## config.mk

```make
export PLATFORM = sky130hd
export DESIGN_NAME = led7seg_scan
export DESIGN_NICKNAME = d
export VERILOG_FILES = /design/src/rtl/led7seg_scan.sv
export SDC_FILE = /design/constraint.sdc
export NUM_CORES = 1
export LEC_CHECK = 0
export ABC_CLOCK_PERIOD_IN_PS = 4690
export CAP_MARGIN = 20
export CORE_MARGIN = 4
export CORE_UTILIZATION = 30
export CTS_CLUSTER_SIZE = 16
export DETAILED_ROUTE_END_ITERATION = 7
export REMOVE_ABC_BUFFERS = 1
export SYNTH_ARGS = -nofsm -noshare
export SYNTH_HDL_FRONTEND = slang
export SYNTH_SLANG_ARGS = --single-unit
```

## constraint.sdc

```tcl
create_clock -name i_clk -period 4.69 [get_ports i_clk]
set_clock_uncertainty 0.05 [all_clocks]
set_input_delay 0.938 -clock i_clk [delete_from_list [all_inputs] [get_ports i_clk]]
set_output_delay 0.938 -clock i_clk [all_outputs]
set_load 0.005 [all_outputs]
```

## src/rtl/led7seg_scan.sv

```systemverilog
// led7seg_scan: four-digit multiplexed hex scanner with frame-aligned display updates.
// Define LED7SEG_SCAN_BLANK_EN to compile in leading-zero blanking.
module led7seg_scan #(
  parameter int SCAN_DIV = 4
) (
  input  logic        i_clk,
  input  logic        i_rst,
  input  logic        i_load,
  input  logic [15:0] i_din,
  output logic [3:0]  o_digit,
  output logic [3:0]  o_sa,
  output logic        o_blank,
  output logic        o_busy
);
  logic [15:0] r_presc;
  logic [1:0]  r_idx;
  logic [15:0] r_disp;
  logic [15:0] r_pend;
  logic        r_busy;
  logic        w_wrap;
  logic        w_frame;
  assign w_wrap  = r_presc == 16'(SCAN_DIV - 1);
  assign w_frame = w_wrap && (r_idx == 2'd3);
  always_ff @(posedge i_clk) begin
    if (i_rst) begin
      r_presc <= '0;
      r_idx   <= '0;
      r_disp  <= '0;
      r_pend  <= '0;
      r_busy  <= 1'b0;
    end else begin
      r_presc <= w_wrap ? '0 : r_presc + 16'd1;
      if (w_wrap) r_idx <= r_idx + 2'd1;
      if (w_frame && r_busy) r_disp <= r_pend;
      // a load coinciding with the frame edge keeps busy high for the new value
      if (i_load) begin
        r_pend <= i_din;
        r_busy <= 1'b1;
      end else if (w_frame) begin
        r_busy <= 1'b0;
      end
    end
  end
  assign o_sa    = ~(4'b0001 << r_idx);
  assign o_digit = r_disp[{r_idx, 2'b00} +: 4];
  assign o_busy  = r_busy;
`ifdef LED7SEG_SCAN_BLANK_EN
  assign o_blank = (r_idx == 2'd3) ? ~|r_disp[15:12] :
                   (r_idx == 2'd2) ? ~|r_disp[15:8]  :
                   (r_idx == 2'd1) ? ~|r_disp[15:4]  : 1'b0;
`else
  assign o_blank = 1'b0;
`endif
endmodule
```

### Word-level counts from Yosys, hierarchy flattened

Cells that the tools add are included.

* add/subtract/negate cells: 2
* equality and inequality tests: 2
* shifts and indexed selects: 2
* mux-type cells: 2
* bitwise gates (word level): 1
* reductions and logical operators: 4

Operator list (number)
* $add 16x1->16 const B: 1
* $eq 16x2->1 const B: 1
* $shiftx 16x5->4: 1
* $not 4->4: 1
* $shl 1x2->4 const A: 1
* $add 2x1->2 const B: 1
* $eq 2x2->1 const B: 1
* $logic_and 1x1->1: 2
* $mux 1: 2
* $reduce_bool 2->1: 1
* $reduce_or 2->1: 1

* flip-flop bits (word level): 51
* bits of input ports: 19
* output and inout port bits: 10

### Depth between registers and ports, before layout

Gate-level depths: netlist of the first run.

* depth in word-level cells: 4
* depth in mapped cells: 7
* mapped depth without buffers: 5

### Least setup slack after synthesis of the first run

OpenSTA, ideal clock, no wires.

* kind: reg-to-output
* start point: reg r_idx[0]
* end point: out o_digit[0]
* arrival: 1.148 ns
* data required time: 3.702 ns
* slack: 2.554 ns
* stages on the path, launching flop included: 3
* cell sequence: dfxtp_1 > clkbuf_1 > mux4_2

* word-level cells in the longest chain between the ends: 1

RTL lines
* from (decl): line 16 `logic [1:0] r_idx;`
* from (signal assigned): line 33 `if (w_wrap) r_idx <= r_idx + 2'd1;`
* $shiftx 16x5->4: line 45 `assign o_digit = r_disp[{r_idx, 2'b00} +: 4];`
* to (decl): line 10 `output logic [3:0] o_digit,`

Every way passes these cells.

### Worst setup path after layout of the first run

* start point: reg r_idx[0]
* end point: out o_digit[1]

Same word-level chain as after synthesis.

==> run summary, run 1 <==
The flow ran to the end, and the final reports show no timing, DRC or antenna violations. Wires add up to 4070 microns. The relative slew slack is 32.7%.

The pin count of the biggest net entering global routing came out at 53. The completed layout was analyzed and its total power is 0.813 mW. The beginning of the worst hold path is r_presc[0]. The initial antenna violation count is 0. In this run the static leakage power is about 1.0 nW. The ratio of cells with drive above 1 in the final layout came out at 7.51%. The antenna diode instance count is 0. The first global-routing pass estimated 7350 microns of wire. The total power per unit cell area came out at 293 nW/um^2.

The signal on the critical path passes through mux4_2, clkdlybuf4s50_1. The via count is 1,566. The TritonCTS clock tree is done. On the critical path, the stage with the largest delay is an instance of sky130_fd_sc_hd__dfxtp_1.

Along the worst hold path, the cell count comes to 1. The most used flip-flop cell after synthesis is sky130_fd_sc_hd__dfxtp_1. The deepest clock path buffer count came out at 2. The overall track demand over capacity in global routing is 9.33%. The die footprint came out at 9340 sq um. Summed over all failing endpoints, the final setup total negative slack is 0 ps. In this run the remaining antenna-violating nets after routing total 0. Using the TritonRoute via totals, the vias-per-cell ratio works out to 4.41. The switching share of power is a little over a fifth. The top cell type by area accounts for between 40% and 50% of the synthesized area. The maximum single-stage delay on the critical path is 590 ps. The average wire per cell in the routed design is 11.5 microns. Summed over all nets, the half-perimeter wirelength after detailed placement is 2810 microns.

The share of synthesized flip-flops with an asynchronous set or reset is 0%. For this run, design rule violations remaining after detail routing come to 0. The core area came out at roughly 7700 sq um. The cell sitting at the root of the clock tree is a sky130_fd_sc_hd__clkbuf_8. The post-layout instance count excluding filler cells is 355.

The arrival time reported for the critical path endpoint came out at 1930 ps. The worst reg2reg path depth came out at 5. The worst setup path is of the flop to primary output kind. The max-slew violation count is 0. The count of instances resized after the clock tree is built is 0. The total number of cells along the worst setup path is 2. The number of global-route vias before repair came out at ~1.6k. The library cell with the highest instance count after synthesis is sky130_fd_sc_hd__dfxtp_1. The post-layout worst setup margin came out at 1770 ps. Sorting the synthesized cells by area gives the leading types as sky130_fd_sc_hd__dfxtp_1 (43%), sky130_fd_sc_hd__mux2i_1 (14%), sky130_fd_sc_hd__nand2b_1 (8.8%).

The peak fanout along the critical path is 7. Setup repair after global routing left no endpoint under its margin. The synthesized design spends more area on one cell type than any other, namely sky130_fd_sc_hd__dfxtp_1. The I/O pin count is 29. The number of optimization iterations in the first detailed-route pass came out at 4. At the pin with the least slew margin, the transition time is 1010 ps.

The portion of the post-synthesis area used by sequential elements came out at 43.3%. The endpoint of the worst hold-timing path is r_presc[0]. The number of I/O port buffers came out at 27. The insertion delay of the later-clocked pin in the worst-skew pair came out at 290 ps.

The chip height came out at roughly 97 microns. The largest vdd supply drop came out at 134 uV. STA classifies the critical path endpoint as a primary output. STA classifies the critical path startpoint as a flop. The netlist uses 36 different library cells. Max-cap violations in this run came to 0. Broken down by cell family, the worst path's largest delay share belongs to flip-flops. The fraction of power consumed by sequential logic is between 50% and 60%. The tree built by TritonCTS fans out to 51 sinks.

Timing analysis after detailed placement gives a worst setup slack of between 2000 and 2500 ps. After clock tree synthesis, the setup repair step added 0 buffers. The minimum clock period after layout came out at 2920 ps. The count of buffering cells on the critical path with inverters included is 1. The number of cell rows is 32. The initial standard-cell utilization of the core came out at 30.6%.

Clock-pin slew was measured on the worst setup and hold paths at 90 ps. Sorting the synthesized cells by how often they occur yields sky130_fd_sc_hd__dfxtp_1 (51), sky130_fd_sc_hd__mux2i_1 (33), sky130_fd_sc_hd__nand2b_1 (33), sky130_fd_sc_hd__nor2_1 (32), sky130_fd_sc_hd__inv_1 (10). At the end of routability-driven placement, the weighted congestion stood at about 0.74. The synthesized area divided by synthesized cell count is 10.1 sq um. Combinational logic is responsible for 8.4% of the overall power. The residual overflow from global routing is 0. In this run the register-to-register setup slack is ~2700 ps. Of the available clock period, the critical path in the final layout requires 62.2%. For this run, the number of Yosys warnings is 0. The die is 96.6 microns wide. The clock tree synthesis step divided the H-tree into 2 levels. The number of violations reported at the end of detailed-routing iteration 0 is 101. The area added between synthesis and finish came out at 17.7%. The start of the worst register-to-register path is r_presc[0]. In this run, synthesis inferred 0 flip-flops with an integrated enable. The number of placed instances with taps included is 348. The required time at the endpoint of the critical path is 3700 ps.

After synthesis the cells add up to 2360 sq um. The clock share of power came out at between 30% and 40%. Summed over all nets, the switching power comes to 0.173 mW. The net total in the final layout is 277. The number of setup violations in the final report is 0.

The worst register-to-register path ends at r_presc[2]. The total CTS buffers came out at 5. The highest attainable clock frequency came out at 0.343 GHz.

The number of hold-repair buffers added at the cts stage came out at 0. The number of register bits inferred by synthesis came out at 51. The internal portion of the total power is 0.640 mW.

The count of final hold-check violations came out at 0. In this run the worst hold path is classified as flop to flop. The post-synthesis cell count came out at 233.
==> layout make-up <==
class                      count  area [sq um]
clock buffer                   6          72.6
clock inverter                 1          30.0
fill                         796          4910
inverter                      10          37.5
multi-input combinational    157          1210
sequential                    51          1020
tap                          102           128
timing repair buffer          28           278
==> worst max path at each step <==
stage               slack (ps)     endpoint     start
global route              1660   o_digit[1]  r_idx[0]
global placement          2070  r_presc[11]     i_rst
detailed placement        2020  r_presc[11]     i_rst
finish                    1770   o_digit[1]  r_idx[0]
floorplan                 2680   o_digit[0]  r_idx[0]
CTS                       1730   o_digit[1]  r_idx[0]
==> logic make-up (layout without fill, tap and decap cells) <==
| group | Yosys count | in the layout | synth area share (%) |
|---|---|---|---|
| other | 1 | 1 | 0.159 |
| muxes | 37 | 37 | 17.8 |
| buffers and inverters | 25 | 45 | 5.47 |
| xor gates and xnor gates | 13 | 13 | 4.83 |
| and+or+nand+nor | 95 | 95 | 24.2 |
| AOI/OAI and AO/OA | 6 | 6 | 1.54 |
| DFF | 51 | 51 | 43.3 |
| adders and majority gates | 5 | 5 | 2.66 |
==> sequential cells by signal, indices dropped and copies added, names as in the netlist <==
name	flops
r_presc	16
r_pend	16
r_disp	16
o_busy	1
r_idx	2
==> layer usage <==
metal	wire (microns)	vias up	share of wire (%)	global-route usage (%)
li1	-	810	-	-
met1	2030	729	50	12.2
met2	1830	21	45	15.1
met3	146	6	3.6	2.38
met4	61	0	1.5	2.92
met5	0	-	0	0
==> power by group through the flow <==
stage	combinational, mW	clock (mW)	sequential [mW]
final	0.0680	0.290	0.455
after global routing	0.0768	0.317	0.458
after CTS	0.0694	0.303	0.456
after detailed placement	0.0693	0	0.466
after global placement	0.0678	0	0.465
after floorplan	0.0349	0	0.463
==> worst reg2reg max path, stage by stage, from the launching register on <==
cell                       delay [ps]
sky130_fd_sc_hd__dfxtp_1          380
sky130_fd_sc_hd__ha_1             280
sky130_fd_sc_hd__nor4b_2          340
sky130_fd_sc_hd__nand4_4          240
sky130_fd_sc_hd__nand2b_1         520
sky130_fd_sc_hd__nor2_1           110
==> through the flow <==
stage	cell area (sq um)	util [%]	hold slack, ps
2_1_floorplan	2260	-	376
3_3_place_gp	2670	34.7	392
3_5_place_dp	2670	34.7	403
4_1_cts	2770	36.1	419
5_1_grt	2770	36.1	444
6_report	2770	36.1	415
==> cell usage in the layout, fill, tap and decap left out, types with 2 or more instances in the layout <==
cell type,n
sky130_fd_sc_hd__clkdlybuf4s50_1,27
sky130_fd_sc_hd__mux4_2,4
sky130_fd_sc_hd__nor2_1,32
sky130_fd_sc_hd__nand3_1,5
sky130_fd_sc_hd__a21oi_1,2
sky130_fd_sc_hd__mux2i_1,33
sky130_fd_sc_hd__nor3_1,3
sky130_fd_sc_hd__dfxtp_1,51
sky130_fd_sc_hd__xnor2_1,6
sky130_fd_sc_hd__and3_1,3
sky130_fd_sc_hd__nand2_1,3
sky130_fd_sc_hd__o21ai_0,2
sky130_fd_sc_hd__inv_1,10
sky130_fd_sc_hd__nand4_1,5
sky130_fd_sc_hd__clkbuf_8,5
sky130_fd_sc_hd__xor2_1,7
sky130_fd_sc_hd__nand2b_1,33
sky130_fd_sc_hd__ha_1,5
(Power assumes the default switching activity.)
==> inputs of run 2 (changes only) <==
Settings changed: ABC_CLOCK_PERIOD_IN_PS 4690 to 2700.
Clock period 4.69 ns to 2.7 ns, I/O delays scaled along.
==> run 2 against run 1 <==
Sequential share of layout area shrank 0.12 points. Flip-flop and latch count did not move. Via count up 0.38%. Hold slack gained 2.7 ps. Power rose by 70%. First-iteration DRC count is 23% lower.
==> run summary, run 2 (same netlist as run 1, synthesis figures left out) <==
The die footprint came out at 9340 sq um (unchanged). The number of vias per cell came to 4.40 (was 4.41). The classification of the worst setup path is flop to primary output (unchanged). The arrival time reported for the critical path endpoint is 1940 ps (was 1930 ps). The wire length of the first global-routing pass came out at 7200 microns (was 7350 microns).

Status: finished, final reports clean (unchanged). Most frequent cells in the layout: sky130_fd_sc_hd__dfxtp_1 (51), sky130_fd_sc_hd__nand2b_1 (33), sky130_fd_sc_hd__mux2i_1 (33), sky130_fd_sc_hd__nor2_1 (32), sky130_fd_sc_hd__clkdlybuf4s50_1 (27) (unchanged). The max-slew violation count came out at 0 (unchanged).

The total of max-cap violations is 0 (unchanged). The antenna diode instance count is 0 (unchanged). The count of filler cells inserted in the layout came out at 800 (was 796).

The HPWL reported at the end of detailed placement came out at 2810 microns (about the same). The clock share of power is 34.4% (was 35.7%). The count of final hold-check violations came out at 0 (unchanged). The capture point of the worst path is o_digit[1] (unchanged). The first element of the critical path was r_idx[0] (unchanged). The overall track demand over capacity in global routing came out at 9.09% (was 9.33%). The placed standard-cell area is 2680 sq um (was 2670 sq um). The area added between synthesis and finish is 18.1% (was 17.7%). The final setup TNS came out at 0 ps (unchanged). The number of cell rows is 32 (unchanged). The peak fanout along the critical path is 7 (unchanged).

Sequence of cells on the critical path: mux4_2, clkdlybuf4s50_1 (unchanged). The number of clock sinks is 51 (unchanged). The total CTS buffers came out at 5 (unchanged). The start of the worst register-to-register path was r_presc[0] (unchanged). The transition time of the tightest slew-check pin is 610 ps (was 1010 ps). The number of setup violations in the final report was 0 (unchanged).

The ratio of cells with drive above 1 in the final layout is 8.63% (was 7.51%). The leading cell type in the layout, fill and taps excluded is sky130_fd_sc_hd__dfxtp_1 (unchanged). The TritonCTS clock tree was done (unchanged). The pin count of the biggest net entering global routing came out at 52 (was 53).

The sequential standard cell area was 1020 sq um (unchanged). The average wire per cell in the routed design was 11.4 microns (was 11.5 microns). The required time at the endpoint of the critical path is 2110 ps (was 3700 ps). The clock root buffer is sky130_fd_sc_hd__clkbuf_8 (unchanged). The switching share of power came out at 22.5% (was 21.3%).

The count of instances resized after the clock tree is built came out at 0 (unchanged). The number of I/O port buffers came out at 27 (unchanged). The cell with the largest stage delay on the worst path was sky130_fd_sc_hd__dfxtp_1 (unchanged). The number of global-route vias before repair came out at 1,513 (was 1,561). The level count of the clock H-tree is 2 (unchanged). The initial antenna violation count is 0 (unchanged).

The die boundary width came out at 96.6 microns (unchanged). The total routed wirelength is 4070 microns (about the same). The post-CTS setup-driven buffer insertion count was 0 (unchanged). The number of optimization iterations in the first detailed-route pass is 4 (unchanged). The number of hold-repair buffers added at the cts stage is 0 (unchanged). The insertion delay of the later-clocked pin in the worst-skew pair is 290 ps (about the same).

The post-route worst hold slack was 418 ps (was 415 ps). The post-route antenna net violation count is 0 (unchanged). The register-to-register setup slack is 710 ps (was 2660 ps). The chip height came out at 96.6 microns (unchanged). The minimum clock period after layout came out at about 2500 ps.

The leakage power came out at 1.03 nW (was 1.02 nW). The last weighted congestion value of the routability-driven placer came out at 0.742 (was 0.744). The initial standard-cell utilization of the core came out at 30.6% (unchanged). The I/O pin count came out at 29 (unchanged). The switching power summed over all nets came out at 0.312 mW (was 0.173 mW).

The relative slew slack is 59.3% (was 32.7%). The combinational fraction of design power is 8.5% (was 8.4%). The post-detailed-route DRC marker count came out at 0 (unchanged). The sort of element at the end of the critical path is a primary output (unchanged). The worst reg2reg path depth is 5 (unchanged). The fraction of power consumed by sequential logic was 57.1% (was 56.0%). The area occupied by multi-input gates came to 1210 sq um (unchanged). The critical path launch point type is a flop (unchanged). The clock transition at the registers of the reported paths is 90 ps (about the same). The worst path uses a little over nine tenths of the clock period. The reg-to-reg endpoint was r_presc[11] (was r_presc[2]). The cell area after layout is 2780 sq um (was 2770 sq um). The number of violations reported at the end of detailed-routing iteration 0 came out at 78 (was 101). Setup repair after global routing missed its margin: no (unchanged).

The total power per unit cell area was 498 nW/um^2 (was 293 nW/um^2). The internal power of the cells came to 1.07 mW (was 0.640 mW). The core area came out at 7690 sq um (unchanged). The via count was 1,572 (was 1,566). The largest vdd supply drop is 193 uV (was 134 uV). The maximum single-stage delay on the critical path is 590 ps (about the same).

The net total in the final layout came to 278 (was 277). The highest attainable clock frequency came out at 0.395 GHz. The residual overflow from global routing is 0 (unchanged).

The type of the most critical hold path is flop to flop (unchanged). The deepest clock path buffer count came out at 2 (unchanged). Top Registers: r_disp (16), r_pend (16), r_presc (16) (unchanged).
==> run 2: layout make-up <==
type / count / share of cell area (%)
clock buffers: 7 / 3.46
clock inverters: 1 / 0.270
inverters: 10 / 1.35
multi-input cells: 157 / 43.4
flip-flops and latches: 51 / 36.7
well taps: 102 / 4.59
repair buffers: 29 / 10.3
==> run 2: worst min path at each step <==
stage	startpoint	endpoint	slack [ps]	cells past startpoint
6_report	r_presc[0]	r_presc[0]	420	1
5_1_grt	r_disp[5]	r_disp[5]	440	2
4_1_cts	r_presc[0]	r_presc[0]	420	1
3_5_place_dp	r_presc[0]	r_presc[0]	400	1
3_3_place_gp	r_presc[0]	r_presc[0]	390	1
2_1_floorplan	r_presc[0]	r_presc[0]	380	1
==> run 2: metrics by stage <==
| stage | util [%] | instances | setup slack [ps] | power (mW) |
|---|---|---|---|---|
| after global placement | 34.8 | 349 | 486 | 0.926 |
| after global routing | 36.2 | 357 | 70.5 | 1.47 |
| final | 36.2 | 357 | 169 | 1.39 |
| after detailed placement | 34.8 | 349 | 488 | 0.929 |
| after floorplan | - | 218 | 996 | 0.865 |
| after CTS | 36.2 | 357 | 136 | 1.41 |
==> run 2: worst max-delay path: cells and delay by family (launching register included) <==
| family | cells | cell delay, ps |
|---|---|---|
| buffers and inverters | 1 | 470 |
| DFF | 1 | 590 |
| muxes | 1 | 580 |
==> run 2: power groups by stage <==
stage,clock (mW),sequential (mW),combinational [mW]
after CTS,0.501,0.791,0.121
after global routing,0.540,0.795,0.132
after detailed placement,0,0.809,0.120
final,0.477,0.791,0.118
after floorplan,0,0.804,0.0606
after global placement,0,0.808,0.118
==> run 2: metal layers <==
| metal | global-route usage [%] | vias to the layer above | routed length [microns] |
|---|---|---|---|
| li1 | - | 812 | - |
| met2 | 14.5 | 17 | 1890 |
| met4 | 2.92 | 0 | 27 |
| met5 | 0 | - | 0 |
| met3 | 1.66 | 2 | 111 |
| met1 | 12.4 | 741 | 2050 |
==> inputs of run 3 (changes only) <==
Settings changed: CORE_UTILIZATION 30 to 55, PLACE_DENSITY from default to 0.79.
==> run 3 against run 2 <==
Critical endpoint unchanged. Register-to-register slack got worse by 50 ps. Highest routed layer unchanged. Fmax rose by 1.2%. Via count rose by 1.1%. Cell count fell by 14%. Die area fell by 42%.
==> run summary, run 3 (same netlist as run 1, synthesis figures left out) <==
Status: finished, final reports clean (unchanged). The via count is 1,590 (was 1,572). The total of max-cap violations is 0 (unchanged). The critical path launch point type is a flop (unchanged). The final setup TNS is 0 ps (unchanged). The number of cell rows came to 23 (was 32).

The number of clock sinks came out at 51 (unchanged). The total power of the final layout came to 1.45 mW (was 1.39 mW). The insertion delay of the later-clocked pin in the worst-skew pair was 300 ps (was 290 ps). The number of vias per cell is 5.20 (was 4.40). The clock transition at the registers of the reported paths came out at 90 ps (about the same). The total routed wirelength is 4050 microns (was 4070 microns). The net total in the final layout came out at 279 (was 278). The count of final hold-check violations is 0 (unchanged).

The initial standard-cell utilization of the core came out at 58.1% (was 30.6%). The area occupied by multi-input gates is 1210 sq um (unchanged). The number of setup violations in the final report came to 0 (unchanged). The level count of the clock H-tree is 2 (unchanged). The worst setup slack after placement came to 525 ps (was 488 ps). The classification of the worst setup path was flop to primary output (unchanged). The deepest clock path buffer count was 2 (unchanged). The overall track demand over capacity in global routing is 16.6% (was 9.09%). The max-slew violation count came out at 0 (unchanged).

The required time at the endpoint of the critical path came to 2110 ps (about the same). The HPWL reported at the end of detailed placement is 2820 microns (was 2810 microns). The die footprint was 5390 sq um (was 9340 sq um). The post-layout worst setup margin is 199 ps (was 169 ps). Most frequent cells in the layout: sky130_fd_sc_hd__dfxtp_1 (51), sky130_fd_sc_hd__nand2b_1 (33), sky130_fd_sc_hd__mux2i_1 (33), sky130_fd_sc_hd__nor2_1 (32), sky130_fd_sc_hd__clkdlybuf4s50_1 (27) (unchanged). The sequential standard cell area came to 1020 sq um (unchanged). Setup repair after global routing missed its margin: no (unchanged). The die boundary width was 73.5 microns (was 96.6 microns). The count of filler cells inserted in the layout is 332 (was 800). The peak fanout along the critical path came out at 7 (unchanged).

The arrival time reported for the critical path endpoint is 1910 ps (was 1940 ps). The pin count of the biggest net entering global routing came to 29 (was 52). The chip height was 73.5 microns (was 96.6 microns).

The area added between synthesis and finish came out at 16.2% (was 18.1%). The worst reg2reg path depth is 5 (unchanged). The total power per unit cell area is 530 nW/um^2 (was 498 nW/um^2). The minimum clock period after layout was 2500 ps (was 2530 ps). Top Registers: r_disp (16), r_pend (16), r_presc (16) (unchanged). The leading cell type in the layout, fill and taps excluded is sky130_fd_sc_hd__dfxtp_1 (unchanged).

The initial antenna violation count was 0 (unchanged). The count of instances resized after the clock tree is built is 0 (unchanged). The total CTS buffers came out at 5 (unchanged).

The type of the most critical hold path is flop to flop (unchanged). The sort of element at the end of the critical path is a primary output (unchanged). The number of violations reported at the end of detailed-routing iteration 0 is 107 (was 78). The post-detailed-route DRC marker count is 0 (unchanged).

The core area is 4060 sq um (was 7690 sq um). The residual overflow from global routing came out at 0 (unchanged). The number of optimization iterations in the first detailed-route pass is 4 (unchanged).

The highest attainable clock frequency is 0.400 GHz (was 0.395 GHz). The transition time of the tightest slew-check pin is 619 ps (was 610 ps). The largest vdd supply drop came out at 463 uV (was 193 uV).

The post-route antenna net violation count came out at 0 (unchanged). The post-CTS setup-driven buffer insertion count is 0 (unchanged). The number of hold-repair buffers added at the cts stage is 0 (unchanged). The average wire per cell in the routed design came out at 13.2 microns (was 11.4 microns).

The number of instances on the worst hold path came out at 1 (unchanged). The number of I/O port buffers is 27 (unchanged). The number of global-route vias before repair came out at 1,517 (was 1,513). The I/O pin count came out at 29 (unchanged). The relative slew slack came out at 58.7% (was 59.3%). The wire length of the first global-routing pass came out at 6910 microns (was 7200 microns). The ratio of cells with drive above 1 in the final layout is 8.98% (was 8.63%).

The leakage power is 1.04 nW (was 1.03 nW). The final period utilization came to 92.6% (was 93.8%). The antenna diode instance count is 0 (unchanged). The last weighted congestion value of the routability-driven placer is 0.870 (was 0.742).

The TritonCTS clock tree is done (unchanged). The clock root buffer is sky130_fd_sc_hd__clkbuf_8 (unchanged).
==> run 3: through the flow <==
stage,cell area [sq um],hold slack [ps],utilization (%),instances
6_report,2740,416,67.5,306
5_1_grt,2740,446,67.5,306
4_1_cts,2740,425,67.5,306
3_5_place_dp,2620,405,64.6,298
3_3_place_gp,2620,390,64.6,298
2_1_floorplan,2260,376,-,218
==> run 3: layer usage <==
metal	vias to the layer above	global-route usage (%)	wire, microns
li1	813	-	-
met1	736	21.3	1920
met2	34	26.3	1870
met3	7	4.38	191
met4	0	6.84	59
met5	-	0	0
==> run 3: path summary, 6_finish.rpt <==
| path | start | end | slack [ps] |
|---|---|---|---|
| hold / removal | r_presc[0] | r_presc[0] | 420 |
| setup / recovery | r_idx[0] | o_digit[1] | 200 |
| hold reg to reg | r_presc[0] | r_presc[0] | 420 |
| setup reg to reg | r_presc[0] | r_presc[11] | 660 |
==> run 3: layout make-up <==
cell class,instances,area share (%)
Multi-Input combinational cell,157,44.1
Sequential cell,51,37.3
Timing Repair Buffer,30,10.7
Clock buffer,6,3.02
Tap cell,50,2.29
Inverter,10,1.37
Clock inverter,2,1.28
==> run 3: report_power, final <==
| group | leakage, nW | switching, mW | internal, mW |
|---|---|---|---|
| logic | 0.566 | 0.0509 | 0.0681 |
| registers | 0.415 | 0.0176 | 0.773 |
| clock network | 0.0612 | 0.242 | 0.300 |
| total | 1.04 | 0.311 | 1.14 |
==> run 3: critical path: stages, from the launching register on <==
cell                              delay (ps)
sky130_fd_sc_hd__dfxtp_1                 570
sky130_fd_sc_hd__mux4_2                  570
sky130_fd_sc_hd__clkdlybuf4s50_1         460
